## src/rtl/vacc_if.sv

```systemverilog
// Stream interface between the upstream multiplier and the FP32 accumulator.
interface vacc_if;
  logic [31:0] din;
  logic        din_rdy;
  logic        clr;
  logic [31:0] dout;
  logic        dout_rdy;
  logic        busy;
  logic        err;

  modport master (output din, din_rdy, clr, input dout, dout_rdy, busy, err);
  modport slave  (input din, din_rdy, clr, output dout, dout_rdy, busy, err);
endinterface

```

## src/rtl/vacc.sv

```systemverilog
// FP32 dot-product accumulator: sums LEN products from a level-ready stream
// through a fixed 7-state add sequence (UNPACK..UPDATE).
// The holding register is transparent when empty and the FSM is idle, so an
// edge seen in IDLE goes straight to the adder and acc updates 7 cycles later.
module vacc #(
  parameter int LEN = 8
) (
  input  logic  clk,
  input  logic  rst,
  vacc_if.slave bus
);
  localparam int CW = $clog2(LEN + 1);

  localparam logic [2:0] ST_IDLE    = 3'd0;
  localparam logic [2:0] ST_UNPACK  = 3'd1;
  localparam logic [2:0] ST_SPECIAL = 3'd2;
  localparam logic [2:0] ST_ALIGN   = 3'd3;
  localparam logic [2:0] ST_ADD     = 3'd4;
  localparam logic [2:0] ST_NORM    = 3'd5;
  localparam logic [2:0] ST_ROUND   = 3'd6;
  localparam logic [2:0] ST_UPDATE  = 3'd7;

  logic [2:0]        state_q, state_d;
  logic              din_rdy_q, din_rdy_d, hold_v_q, hold_v_d;
  logic [31:0]       hold_q, hold_d, acc_q, acc_d, op_q, op_d;
  logic [31:0]       dout_q, dout_d, res_q, res_d;
  logic [CW-1:0]     count_q, count_d, cnt_inc;
  logic              dout_rdy_q, dout_rdy_d, err_q, err_d;
  logic signed [9:0] a_e_q, a_e_d, b_e_q, b_e_d, big_e_q, big_e_d;
  logic signed [9:0] diff_q, diff_d, ne_q, ne_d;
  logic [23:0]       a_m_q, a_m_d, b_m_q, b_m_d, big_m_q, big_m_d, sml_m_q, sml_m_d;
  logic              big_s_q, big_s_d, sml_s_q, sml_s_d, zero_q, zero_d;
  logic [26:0]       aln_q, aln_d, nrm_q, nrm_d;
  logic [27:0]       sum_q, sum_d;

  logic              rise, take, a_big, spec_v, up;
  logic              a_nan, b_nan, a_inf, b_inf, a_zero, b_zero;
  logic [31:0]       spec_res, rres;
  logic [49:0]       wide;
  logic [24:0]       rnd;
  logic [23:0]       rm;
  logic signed [9:0] re;
  logic [7:0]        eb;

  // True exponent of an FP32 field; denormals share the -126 of the smallest normal.
  function automatic logic signed [9:0] unpk_e(input logic [7:0] f);
    return (f == 8'd0) ? -10'sd126 : $signed({2'b00, f}) - 10'sd127;
  endfunction

  assign rise   = bus.din_rdy & ~din_rdy_q;
  assign take   = (state_q == ST_IDLE) & (hold_v_q | rise);
  assign a_nan  = (&acc_q[30:23]) & (|acc_q[22:0]);
  assign b_nan  = (&op_q[30:23]) & (|op_q[22:0]);
  assign a_inf  = (&acc_q[30:23]) & ~(|acc_q[22:0]);
  assign b_inf  = (&op_q[30:23]) & ~(|op_q[22:0]);
  assign a_zero = ~(|acc_q[30:0]);
  assign b_zero = ~(|op_q[30:0]);

  // Special-case result; spec_v set when the add bypasses the arithmetic stages.
  always_comb begin
    spec_v   = 1'b1;
    spec_res = '0;
    if (a_nan | b_nan | (a_inf & b_inf & (acc_q[31] ^ op_q[31]))) spec_res = 32'hFFFF_FFFF;
    else if (a_inf)           spec_res = acc_q;
    else if (b_inf)           spec_res = op_q;
    else if (a_zero & b_zero) spec_res = {acc_q[31] & op_q[31], 31'd0};
    else                      spec_v   = 1'b0;
  end

  // Arithmetic stages; acc/op are stable for the whole add, so each stage
  // register simply follows its predecessor and is valid in its own state.
  always_comb begin
    int lz, lim, sh;
    a_e_d   = unpk_e(acc_q[30:23]);
    b_e_d   = unpk_e(op_q[30:23]);
    a_m_d   = {acc_q[30:23] != 8'd0, acc_q[22:0]};
    b_m_d   = {op_q[30:23] != 8'd0, op_q[22:0]};
    // order by magnitude so the subtract never goes negative
    a_big   = (a_e_q > b_e_q) || ((a_e_q == b_e_q) && (a_m_q >= b_m_q));
    big_m_d = a_big ? a_m_q : b_m_q;
    sml_m_d = a_big ? b_m_q : a_m_q;
    big_s_d = a_big ? acc_q[31] : op_q[31];
    sml_s_d = a_big ? op_q[31] : acc_q[31];
    big_e_d = a_big ? a_e_q : b_e_q;
    diff_d  = a_big ? a_e_q - b_e_q : b_e_q - a_e_q;
    // align: mantissa + guard + round, everything below folds into sticky
    wide = '0;
    if (diff_q > 10'sd26) aln_d = {26'd0, |sml_m_q};
    else begin
      wide  = {sml_m_q, 26'd0} >> diff_q[4:0];
      aln_d = {wide[49:24], |wide[23:0]};
    end
    sum_d  = (big_s_q == sml_s_q) ? ({1'b0, big_m_q, 3'b000} + {1'b0, aln_q})
                                  : ({1'b0, big_m_q, 3'b000} - {1'b0, aln_q});
    zero_d = (sum_d == '0);
    // normalize: carry shifts right, otherwise left by lzc clamped at -126
    lz = 27;
    for (int i = 0; i < 27; i++) if (sum_q[i]) lz = 26 - i;
    lim = int'(big_e_q) + 126;
    sh  = (lz < lim) ? lz : lim;
    if (sum_q[27]) begin
      nrm_d = {sum_q[27:2], sum_q[1] | sum_q[0]};
      ne_d  = big_e_q + 10'sd1;
    end else begin
      nrm_d = sum_q[26:0] << sh;
      ne_d  = big_e_q - 10'(sh);
    end
    // round to nearest even, then pack with overflow to signed Inf
    up  = nrm_q[2] & (nrm_q[1] | nrm_q[0] | nrm_q[3]);
    rnd = {1'b0, nrm_q[26:3]} + {24'd0, up};
    if (rnd[24]) begin rm = rnd[24:1]; re = ne_q + 10'sd1; end
    else         begin rm = rnd[23:0]; re = ne_q;          end
    eb = re[7:0] + 8'd127;
    if (zero_q)              rres = 32'd0;
    else if (re > 10'sd127)  rres = {big_s_q, 8'hFF, 23'd0};
    else if (rm[23])         rres = {big_s_q, eb, rm[22:0]};
    else                     rres = {big_s_q, 8'd0, rm[22:0]};
  end

  // Capture/holding register, FSM sequencing, accumulate and result handoff.
  always_comb begin
    state_d    = state_q;
    din_rdy_d  = bus.din_rdy;
    hold_v_d   = hold_v_q;
    hold_d     = hold_q;
    acc_d      = acc_q;
    op_d       = op_q;
    count_d    = count_q;
    dout_d     = dout_q;
    dout_rdy_d = dout_rdy_q;
    err_d      = err_q;
    res_d      = res_q;
    cnt_inc    = count_q + CW'(1);
    if (take) hold_v_d = 1'b0;
    if (rise) begin
      if (hold_v_q && !take)      err_d = 1'b1;
      else if (hold_v_q || !take) begin hold_v_d = 1'b1; hold_d = bus.din; end
    end
    case (state_q)
      ST_IDLE: if (take) begin
        op_d    = hold_v_q ? hold_q : bus.din;
        state_d = ST_UNPACK;
        if (count_q == '0) dout_rdy_d = 1'b0;
      end
      ST_UNPACK:  state_d = ST_SPECIAL;
      ST_SPECIAL: begin
        if (spec_v) begin res_d = spec_res; state_d = ST_UPDATE; end
        else state_d = ST_ALIGN;
      end
      ST_ALIGN:   state_d = ST_ADD;
      ST_ADD:     state_d = ST_NORM;
      ST_NORM:    state_d = ST_ROUND;
      ST_ROUND:   begin res_d = rres; state_d = ST_UPDATE; end
      default: begin
        state_d = ST_IDLE;
        if (cnt_inc == CW'(LEN)) begin
          dout_d = res_q; dout_rdy_d = 1'b1; acc_d = '0; count_d = '0;
        end else begin
          acc_d = res_q; count_d = cnt_inc;
        end
      end
    endcase
    if (bus.clr) begin
      state_d = ST_IDLE; acc_d = '0; count_d = '0; hold_v_d = 1'b0;
      dout_rdy_d = 1'b0; dout_d = dout_q; err_d = err_q;
    end
  end

  // State registers; reset discards any in-flight operand.
  always_ff @(posedge clk or negedge rst) begin
    if (!rst) begin
      state_q <= ST_IDLE; din_rdy_q <= 1'b0; hold_v_q <= 1'b0; hold_q <= '0;
      acc_q <= '0; op_q <= '0; count_q <= '0; dout_q <= '0; dout_rdy_q <= 1'b0;
      err_q <= 1'b0; res_q <= '0; a_e_q <= '0; b_e_q <= '0; big_e_q <= '0;
      diff_q <= '0; ne_q <= '0; a_m_q <= '0; b_m_q <= '0; big_m_q <= '0;
      sml_m_q <= '0; big_s_q <= 1'b0; sml_s_q <= 1'b0; zero_q <= 1'b0;
      aln_q <= '0; nrm_q <= '0; sum_q <= '0;
    end else begin
      state_q <= state_d; din_rdy_q <= din_rdy_d; hold_v_q <= hold_v_d; hold_q <= hold_d;
      acc_q <= acc_d; op_q <= op_d; count_q <= count_d; dout_q <= dout_d;
      dout_rdy_q <= dout_rdy_d; err_q <= err_d; res_q <= res_d; a_e_q <= a_e_d;
      b_e_q <= b_e_d; big_e_q <= big_e_d; diff_q <= diff_d; ne_q <= ne_d;
      a_m_q <= a_m_d; b_m_q <= b_m_d; big_m_q <= big_m_d; sml_m_q <= sml_m_d;
      big_s_q <= big_s_d; sml_s_q <= sml_s_d; zero_q <= zero_d;
      aln_q <= aln_d; nrm_q <= nrm_d; sum_q <= sum_d;
    end
  end

  assign bus.dout     = dout_q;
  assign bus.dout_rdy = dout_rdy_q;
  assign bus.busy     = (state_q != ST_IDLE) | hold_v_q;
  assign bus.err      = err_q;
endmodule

```

## src/flat_wrapper.sv

```systemverilog
// flat-port wrapper written by rule: the top's interface ports become plain ports
module vacc_flat 
#(
  parameter int LEN = 8
)
  (clk, rst, bus_din, bus_din_rdy, bus_clr, bus_dout, bus_dout_rdy, bus_busy, bus_err);
  vacc_if bus_i ();
  input  logic clk;
  input  logic rst;
  input wire logic [$bits(bus_i.din)-1:0] bus_din;
  input wire logic [$bits(bus_i.din_rdy)-1:0] bus_din_rdy;
  input wire logic [$bits(bus_i.clr)-1:0] bus_clr;
  output wire logic [$bits(bus_i.dout)-1:0] bus_dout;
  output wire logic [$bits(bus_i.dout_rdy)-1:0] bus_dout_rdy;
  output wire logic [$bits(bus_i.busy)-1:0] bus_busy;
  output wire logic [$bits(bus_i.err)-1:0] bus_err;
  assign bus_i.din = bus_din;
  assign bus_i.din_rdy = bus_din_rdy;
  assign bus_i.clr = bus_clr;
  assign bus_dout = bus_i.dout;
  assign bus_dout_rdy = bus_i.dout_rdy;
  assign bus_busy = bus_i.busy;
  assign bus_err = bus_i.err;
  vacc #(.LEN(LEN)) u_core (.clk(clk), .rst(rst), .bus(bus_i));
endmodule
```

## config.mk

```make
export PLATFORM = sky130hd
export DESIGN_NAME = vacc_flat
export DESIGN_NICKNAME = d
export VERILOG_FILES = /design/src/rtl/vacc_if.sv /design/src/rtl/vacc.sv /design/src/flat_wrapper.sv
export SDC_FILE = /design/constraint.sdc
export NUM_CORES = 1
export LEC_CHECK = 0
export CAP_MARGIN = 10
export CORE_ASPECT_RATIO = 0.9
export CORE_MARGIN = 2
export CORE_UTILIZATION = 29
export CTS_BUF_LIST = sky130_fd_sc_hd__clkbuf_4 sky130_fd_sc_hd__clkbuf_8 sky130_fd_sc_hd__clkbuf_16
export CTS_CLUSTER_SIZE = 10
export DETAILED_ROUTE_END_ITERATION = 8
export PLACE_DENSITY_LB_ADDON = 0.2
export REMOVE_ABC_BUFFERS = 1
export SYNTH_ARGS = -nofsm -noshare
export SYNTH_HDL_FRONTEND = slang
export SYNTH_SLANG_ARGS = --single-unit
```

## constraint.sdc

```tcl
create_clock -name clk -period 5.68 [get_ports clk]
set_input_delay 1.136 -clock clk [delete_from_list [all_inputs] [get_ports clk]]
set_output_delay 1.136 -clock clk [all_outputs]
set_load 0.02 [all_outputs]
```

==> results by group, run 1 <==
Placement
  • Inst Count DP: 3381
  • Placer congestion estimate: 0.889
  • Setup Slack @ Placement: 0.103 ns
  • Detailed Place HPWL: approximately 55 mm
  • IO buf count: 70

Worst setup path
  • Worst Setup SP: u_core.sum_q[10]$_DFF_PN0_
  • CP Class: reg2reg
  • FF-to-FF Start: u_core.sum_q[10]$_DFF_PN0_
  • CP max FO: 6
  • Critical path launch point type: register
  • WP data required: approximately 6.2 ns
  • CP Capture Type: register
  • Worst path arrival time: around 5.8 ns

CTS
  • CTS sink cnt: between 300 and 400
  • Root Driver: clkbuf_16
  • Worst-skew pair later-pin latency: ~0.6 ns
  • Htree depth: 2
  • # Post-CTS Setup Buffers: 0
  • Clk buf depth: 3
  • Worst-path clk slew: roughly 0.060 ns
  • CTS tree: yes
  • Number of CTS-inserted buffers: 49
  • CTS hold repair buffers: 0

Routing
  • Via density: ~5.1
  • Initial DRC Count: roughly 1400
  • Drt drc: 0
  • Vias: approximately 18000
  • Routed WL: roughly 73 mm
  • Routed Antenna Nets: 0
  • First-pass iteration count of the detailed router: 5
  • Avg WL per Cell: about 21 um

Logic synthesis
  • Post-synthesis register bit count: 399
  • Seq/Total Area, Yosys: 0.436
  • Top cells by area, synth: dfrtp_1, ha_1, mux2_2
  • Mapped Area: approximately 23000 um^2
  • Main synth FF type: dfrtp_1
  • YS warnings: 0
  • Asr flop ratio synth: 1.00
  • Post-synth top area cell: dfrtp_1
  • Post-synth EDFFs: 0
  • Post-Syn Instances: roughly 2300
  • Post-Syn Area per Cell: about 10 um^2
  • Unique masters post-synth: 98
  • Synth top area share: 0.436

STA
  • Clock Skew: 0.0362 ns
  • Final TNS setup: 0 ns
  • Fmax achieved: 188 MHz
  • Unrepaired setup endpoints after global routing: no
  • Final hold slack: 0.396 ns
  • Least-Margin Pin Slew: around 1.2 ns
  • Final hold viol count: 0
  • Final setup violation count: 0
  • Final Cycle Share: 0.937
  • Max-slew violations: 0
  • Max-slew headroom: 0.202
  • Final WS setup: 0.360 ns
  • Final min period: roughly 5.3 ns

Layout
  • Post-Layout Cell Count: about 3500
  • Final #Nets: ~2600
  • Area of the multi-input gates: about 12000 um^2
  • Fillers: roughly 7900
  • Reg area: between 9000 and 10000 um^2
  • P&R area growth vs syn: 15.5%
  • Share of cells above drive strength 1: 0.120

Floorplan
  • Width of the die: around 300 um
  • Rows: a little under 100
  • Core ar.: around 78000 um^2
  • Starting Density: 0.293
  • Die ar.: approximately 81000 um^2
  • Ports: approximately 70
  • Die Y: about 270 um

Global route
  • GRT Overall Usage: 0.178
  • First-pass GRT wire length: around 110 mm
  • Initial antenna violation count: 6
  • Grt total ovfl: 0
  • Vias in the first global route: roughly 18000
  • Largest net degree at the start of global routing: about 160

Job
  • MaxCap Viol Count: 0

Run status
  • Status: finished clean

Worst hold path
  • Hold WC Path Type: reg2reg
  • Worst Hold Launch: u_core.op_q[0]$_DFFE_PN0P_
-- per-stage QoR --
stage	util	area [um^2]
6_report	0.339	26500
5_1_grt	0.339	26400
4_1_cts	0.338	26400
3_5_place_dp	0.318	24800
3_3_place_gp	0.318	24800
2_1_floorplan	-	22500
-- layout make-up --
class	instances	share of cell area
clock buffer	65	0.0530
multi-input combinational	1701	0.456
antenna	1	0.0000946
tap	1039	0.0491
clock inverter	8	0.00530
timing repair buffer	114	0.0409
inverter	129	0.0183
sequential	399	0.378
-- critical path, stage by stage (launching register included) --
cell and delay [ns]:
dfrtp_1 0.44, or2_2 0.34, nor3_2 0.20, o41ai_2 0.14, a21boi_1 0.21, o21ai_1 0.17, inv_1 0.10, ha_1 0.24
a21o_1 0.18, a21oi_1 0.18, o211ai_1 0.12, a21o_1 0.24, o21ai_4 0.21, mux2i_4 0.27, inv_2 0.08, ha_1 0.28
nor2b_2 0.17, ha_1 0.29, a21o_1 0.17, a21oi_1 0.22, o21bai_1 0.10, a21oi_1 0.19, o21bai_1 0.10, a21oi_2 0.18
o21bai_1 0.08, a21oi_1 0.17, xor2_1 0.16
-- synthesized netlist by cell type (all sizes together), types with 4 or more instances --
| master | instances |
|---|---|
| a21o | 36 |
| and4 | 5 |
| and2 | 16 |
| fa | 4 |
| o41ai | 11 |
| a22o | 38 |
| a32o | 4 |
| buf | 25 |
| o31ai | 15 |
| o21a | 9 |
| o211ai | 16 |
| and3 | 24 |
| nand3b | 6 |
| mux2 | 110 |
| o22a | 18 |
| nand4 | 24 |
| nor3 | 51 |
| ha | 119 |
| o221ai | 8 |
| o21ai | 159 |
| dfrtp | 399 |
| o21bai | 17 |
| a2111oi | 6 |
| a221oi | 5 |
| or4 | 8 |
| nand2b | 20 |
| nor4 | 31 |
| a21boi | 8 |
| nor2 | 172 |
| a21oi | 117 |
| xnor2 | 66 |
| nand3 | 55 |
| or2 | 18 |
| a31oi | 20 |
| inv | 129 |
| a311oi | 4 |
| or3 | 17 |
| nand2 | 214 |
| clkbuf | 83 |
| o22ai | 15 |
| xor2 | 27 |
| a211oi | 19 |
| nor2b | 15 |
| mux2i | 119 |
-- registers in the layout (all words and copies together), names as in the netlist, 3 cells and up --
signal           flops
u_core.diff_q       10
u_core.op_q         32
u_core.state_q       3
u_core.nrm_q        27
u_core.a_m_q        24
u_core.sum_q        28
u_core.hold_q       32
u_core.big_e_q       9
u_core.bus.dout     32
u_core.big_m_q      24
u_core.a_e_q         9
u_core.count_q       4
u_core.res_q        32
u_core.ne_q         10
u_core.acc_q        32
u_core.aln_q        27
u_core.sml_m_q      24
u_core.b_e_q         9
u_core.b_m_q        24
-- cell usage in the layout (no fill, tap or decap), drive strengths merged, types with 19 or more instances in the layout --
cell / instances
clkbuf: 65
and3: 24
clkdlybuf4s50: 69
inv: 129
xnor2: 66
a211oi: 19
nor3: 51
a21oi: 117
dfrtp: 399
mux2i: 119
mux2: 110
nand3: 55
a31oi: 20
o21ai: 159
xor2: 27
a22o: 38
buf: 45
nand4: 24
nand2b: 20
nor2: 172
nand2: 214
nor4: 31
a21o: 36
ha: 119
-- routing by layer --
| layer | up-vias | track usage | routed length, um |
|---|---|---|---|
| li1 | 8479 | - | - |
| met1 | 8807 | 0.265 | 36100 |
| met2 | 416 | 0.263 | 30900 |
| met3 | 89 | 0.0328 | 3840 |
| met4 | 2 | 0.0466 | 1770 |
| met5 | - | 0 | 10 |
-- kinds of logic (layout without fill, tap and decap cells) --
logic type | after synthesis | after routing | share of synthesized area
compound gates | 564 | 564 | 0.165
mux | 232 | 232 | 0.110
xor+xnor | 93 | 93 | 0.0356
fa+ha+maj | 123 | 123 | 0.0685
simple gates | 689 | 689 | 0.145
other cells | 0 | 1 | 0
buf+inv | 237 | 316 | 0.0401
flops | 399 | 399 | 0.436
-- final timing paths --
check,to,slack [ns],cells past startpoint
setup / recovery,u_core.ne_q[9]$_DFF_PN0_,0.36,26
hold / removal,u_core.b_m_q[0]$_DFF_PN0_,0.40,0
setup reg to reg,u_core.ne_q[9]$_DFF_PN0_,0.36,26
hold reg to reg,u_core.b_m_q[0]$_DFF_PN0_,0.40,0
max in group asynchronous,u_core.sml_m_q[19]$_DFF_PN0_,3.96,2
min in group asynchronous,u_core.count_q[1]$_DFFE_PN0P_,0.45,1
-- timing repair --
action                     CTS  global route
hold endpoints to repair     0             0
setup endpoints to repair    0             3
resized for setup            0             8
Power of run 1 is not shown: default switching activity piles up to over one toggle a cycle in this logic, so the estimate is an artifact.
==> run 2, diff against run 1 <==
--- a/config.mk
+++ b/config.mk
@@ -17,3 +17,4 @@
 export SYNTH_ARGS = -nofsm -noshare
 export SYNTH_HDL_FRONTEND = slang
 export SYNTH_SLANG_ARGS = --single-unit
+export TNS_END_PERCENT = 20
==> results of run 2 <==
The final DEF is identical to that of run 1; final timing and power are the same.
Power of run 2 is left out for the same reason.
==> run 3, diff against run 2 <==
--- a/config.mk
+++ b/config.mk
@@ -14,6 +14,7 @@
 export DETAILED_ROUTE_END_ITERATION = 8
 export PLACE_DENSITY_LB_ADDON = 0.2
 export REMOVE_ABC_BUFFERS = 1
+export SETUP_SLACK_MARGIN = 0.4
 export SYNTH_ARGS = -nofsm -noshare
 export SYNTH_HDL_FRONTEND = slang
 export SYNTH_SLANG_ARGS = --single-unit
==> run 3 against run 2 <==
Worst setup slack improved by 0.28 ns. Critical path type unchanged. Critical endpoint unchanged. Global-route usage about the same. First-iteration DRC count decreased by 4.4%. Clock-buffer cell count unchanged.
==> results by group, run 3 (same netlist as run 1, synthesis figures left out) <==
Placement
  • IO buf count: 70 (unchanged)
  • Inst Count DP: 3381 (unchanged)
  • Setup Slack @ Placement: 0.103 ns (unchanged)
  • Detailed Place HPWL: 55.2 mm (unchanged)
  • Placer congestion estimate: 0.889 (unchanged)

STA
  • Final WS setup: 0.640 ns (+0.280 ns)
  • Clock Skew: 0.0365 ns (+0.000265 ns)
  • Unrepaired setup endpoints after global routing: no
  • Least-Margin Pin Slew: 1.21 ns (+0.0138 ns)
  • Final min period: 5.04 ns (-0.280 ns)
  • Final hold viol count: 0 (unchanged)
  • Max-slew violations: 0 (unchanged)
  • Fmax achieved: 198 MHz (+5.6%)
  • Max-slew headroom: 0.193 (-0.00920)
  • Final Cycle Share: 0.887 (-0.0493)
  • Final setup violation count: 0 (unchanged)

Layout
  • Post-Layout Cell Count: 3462 (+0.17%)
  • Reg area: 9990 um^2 (about the same)
  • Commonest non-fill, non-tap cell in the layout: dfrtp_1
  • Commonest non-fill, non-tap cells in the layout: dfrtp_1, nand2_1, nor2_1, o21ai_0, inv_1
  • Fillers: 7901 (-0.013%)
  • Final #Nets: 2559 (+0.24%)
  • P&R area growth vs syn: 16.1%
  • Area of the multi-input gates: 12100 um^2 (+0.67%)
  • Share of cells above drive strength 1: 0.128 (+0.00837)

Global route
  • Met2 usage: 0.263 (about the same)
  • GRT Overall Usage: 0.178 (about the same)
  • Vias in the first global route: 17600 (+0.023%)
  • Initial antenna violation count: 5 (-1)
  • First-pass GRT wire length: 111 mm (about the same)
  • Largest net degree at the start of global routing: 161 (unchanged)
  • Grt met3 use: 0.0328 (unchanged)
  • Busiest grt layer: met1
  • Grt met1 use: 0.265 (unchanged)
  • Grt total ovfl: 0 (unchanged)

Worst setup path
  • CP max FO: 9 (+3)
  • CP Capture Type: register
  • Worst path arrival time: 5.55 ns (-0.28 ns)
  • CP Buf/Inv Count: 2 (unchanged)
  • Most frequent CP cell: o21bai_1
  • CP Cell Sequence: or2_2 > nor3_1 > nand3_1 > or2_2 > inv_1 > ha_1 > nor2_1 > a31oi_4 > a21o_4 > o21ai_4 > mux2i_4 > inv_2 > ha_2 > nor2b_4 > ha_1 > a21o_1 > a21oi_2 > o21bai_1 > a21oi_1 > o21bai_1 > a21oi_2 > o21bai_1 > a21oi_1 > xor2_1
  • WP data required: 6.19 ns (about the same)
  • CP max stage cell: dfrtp_1
  • Critical path launch point type: register
  • CP top delay family: compound AO/OA/AOI/OAI gates
  • CP Class: reg2reg
  • Critical Path Max Stage Delay: 0.52 ns (+0.08 ns)

CTS
  • Clk buf depth: 3 (unchanged)
  • Number of CTS-inserted buffers: 49 (unchanged)
  • CTS sink cnt: 399 (unchanged)
  • CTS hold repair buffers: 0 (unchanged)
  • Root Driver: clkbuf_16
  • Worst-path clk slew: 0.05 ns (about the same)
  • Htree depth: 2 (unchanged)
  • CTS tree: yes
  • Worst-skew pair later-pin latency: 0.61 ns (about the same)

Floorplan
  • Rows: 97 (unchanged)
  • Core ar.: 78000 um^2 (unchanged)
  • Ports: 71 (unchanged)
  • Die ar.: 81200 um^2 (unchanged)
  • Starting Density: 0.293 (unchanged)
  • Width of the die: 300 um (unchanged)
  • Die Y: 271 um (unchanged)

Routing
  • First-pass iteration count of the detailed router: 5 (unchanged)
  • Initial DRC Count: 1341 (-4.4%)
  • Routed WL: 72.8 mm (+0.23%)
  • Drt drc: 0 (unchanged)
  • Via density: 5.19 (+0.74%)
  • Vias: 18000 (+0.91%)
  • Avg WL per Cell: 21.0 um (about the same)
  • Routed Antenna Nets: 0 (unchanged)

Worst hold path
  • Hold WC Path Type: reg2reg

Job
  • MaxCap Viol Count: 0 (unchanged)

Run status
  • Status: finished clean
## run 3: worst paths after layout
kind / from / slack [ns] / to / cells after the start
worst max-delay path: u_core.sum_q[25]$_DFF_PN0_ / 0.64 / u_core.ne_q[9]$_DFF_PN0_ / 24
worst min-delay path: u_core.op_q[0]$_DFFE_PN0P_ / 0.40 / u_core.b_m_q[0]$_DFF_PN0_ / 0
worst max register to register: u_core.sum_q[25]$_DFF_PN0_ / 0.64 / u_core.ne_q[9]$_DFF_PN0_ / 24
worst min register to register: u_core.op_q[0]$_DFFE_PN0P_ / 0.40 / u_core.b_m_q[0]$_DFF_PN0_ / 0
max in group asynchronous: rst / 3.95 / u_core.sml_m_q[19]$_DFF_PN0_ / 2
min in group asynchronous: rst / 0.45 / u_core.count_q[1]$_DFFE_PN0P_ / 1
## run 3: per-stage QoR
stage	setup TNS, ns	utilization	cell area [um^2]	hold slack [ns]
global placement	0	0.318	24800	0.388
global route	0	0.341	26600	0.398
finish	0	0.341	26600	0.397
CTS	0	0.338	26400	0.392
detailed placement	0	0.318	24800	0.385
floorplan	-0.110	-	22500	0.374
## run 3: repair_timing
item,in CTS,in global routing
setup buffers,0,6
gates resized for setup,6,24
setup endpoints to repair,3,6
pin swaps,1,9
## run 3: final cells by class
cell class | count | share of cell area
Inverter | 129 | 0.0182
Tap cell | 1039 | 0.0489
Clock buffer | 65 | 0.0527
Multi-Input combinational cell | 1701 | 0.456
Timing Repair Buffer | 120 | 0.0426
Clock inverter | 8 | 0.00527
Sequential cell | 399 | 0.376
Antenna cell | 1 | 0.0000941
## run 3: per-layer routing
metal | share of wire | vias to the layer above | wire length (um)
met1 | 0.49 | 8884 | 35600
met3 | 0.060 | 90 | 4400
met4 | 0.024 | 0 | 1780
met2 | 0.43 | 487 | 31100
met5 | 0 | - | 0
li1 | - | 8494 | -
## run 3: worst reg2reg max path, stage by stage, from the launching register on
cell	delay [ns]
dfrtp_1	0.52
or2_2	0.38
nor3_1	0.25
nand3_1	0.17
or2_2	0.38
inv_1	0.12
ha_1	0.24
nor2_1	0.17
a31oi_4	0.06
a21o_4	0.27
o21ai_4	0.09
mux2i_4	0.28
inv_2	0.08
ha_2	0.31
nor2b_4	0.15
ha_1	0.24
a21o_1	0.19
a21oi_2	0.16
o21bai_1	0.08
a21oi_1	0.18
o21bai_1	0.10
a21oi_2	0.16
o21bai_1	0.08
a21oi_1	0.16
xor2_1	0.16
Power of run 3 is left out for the same reason.
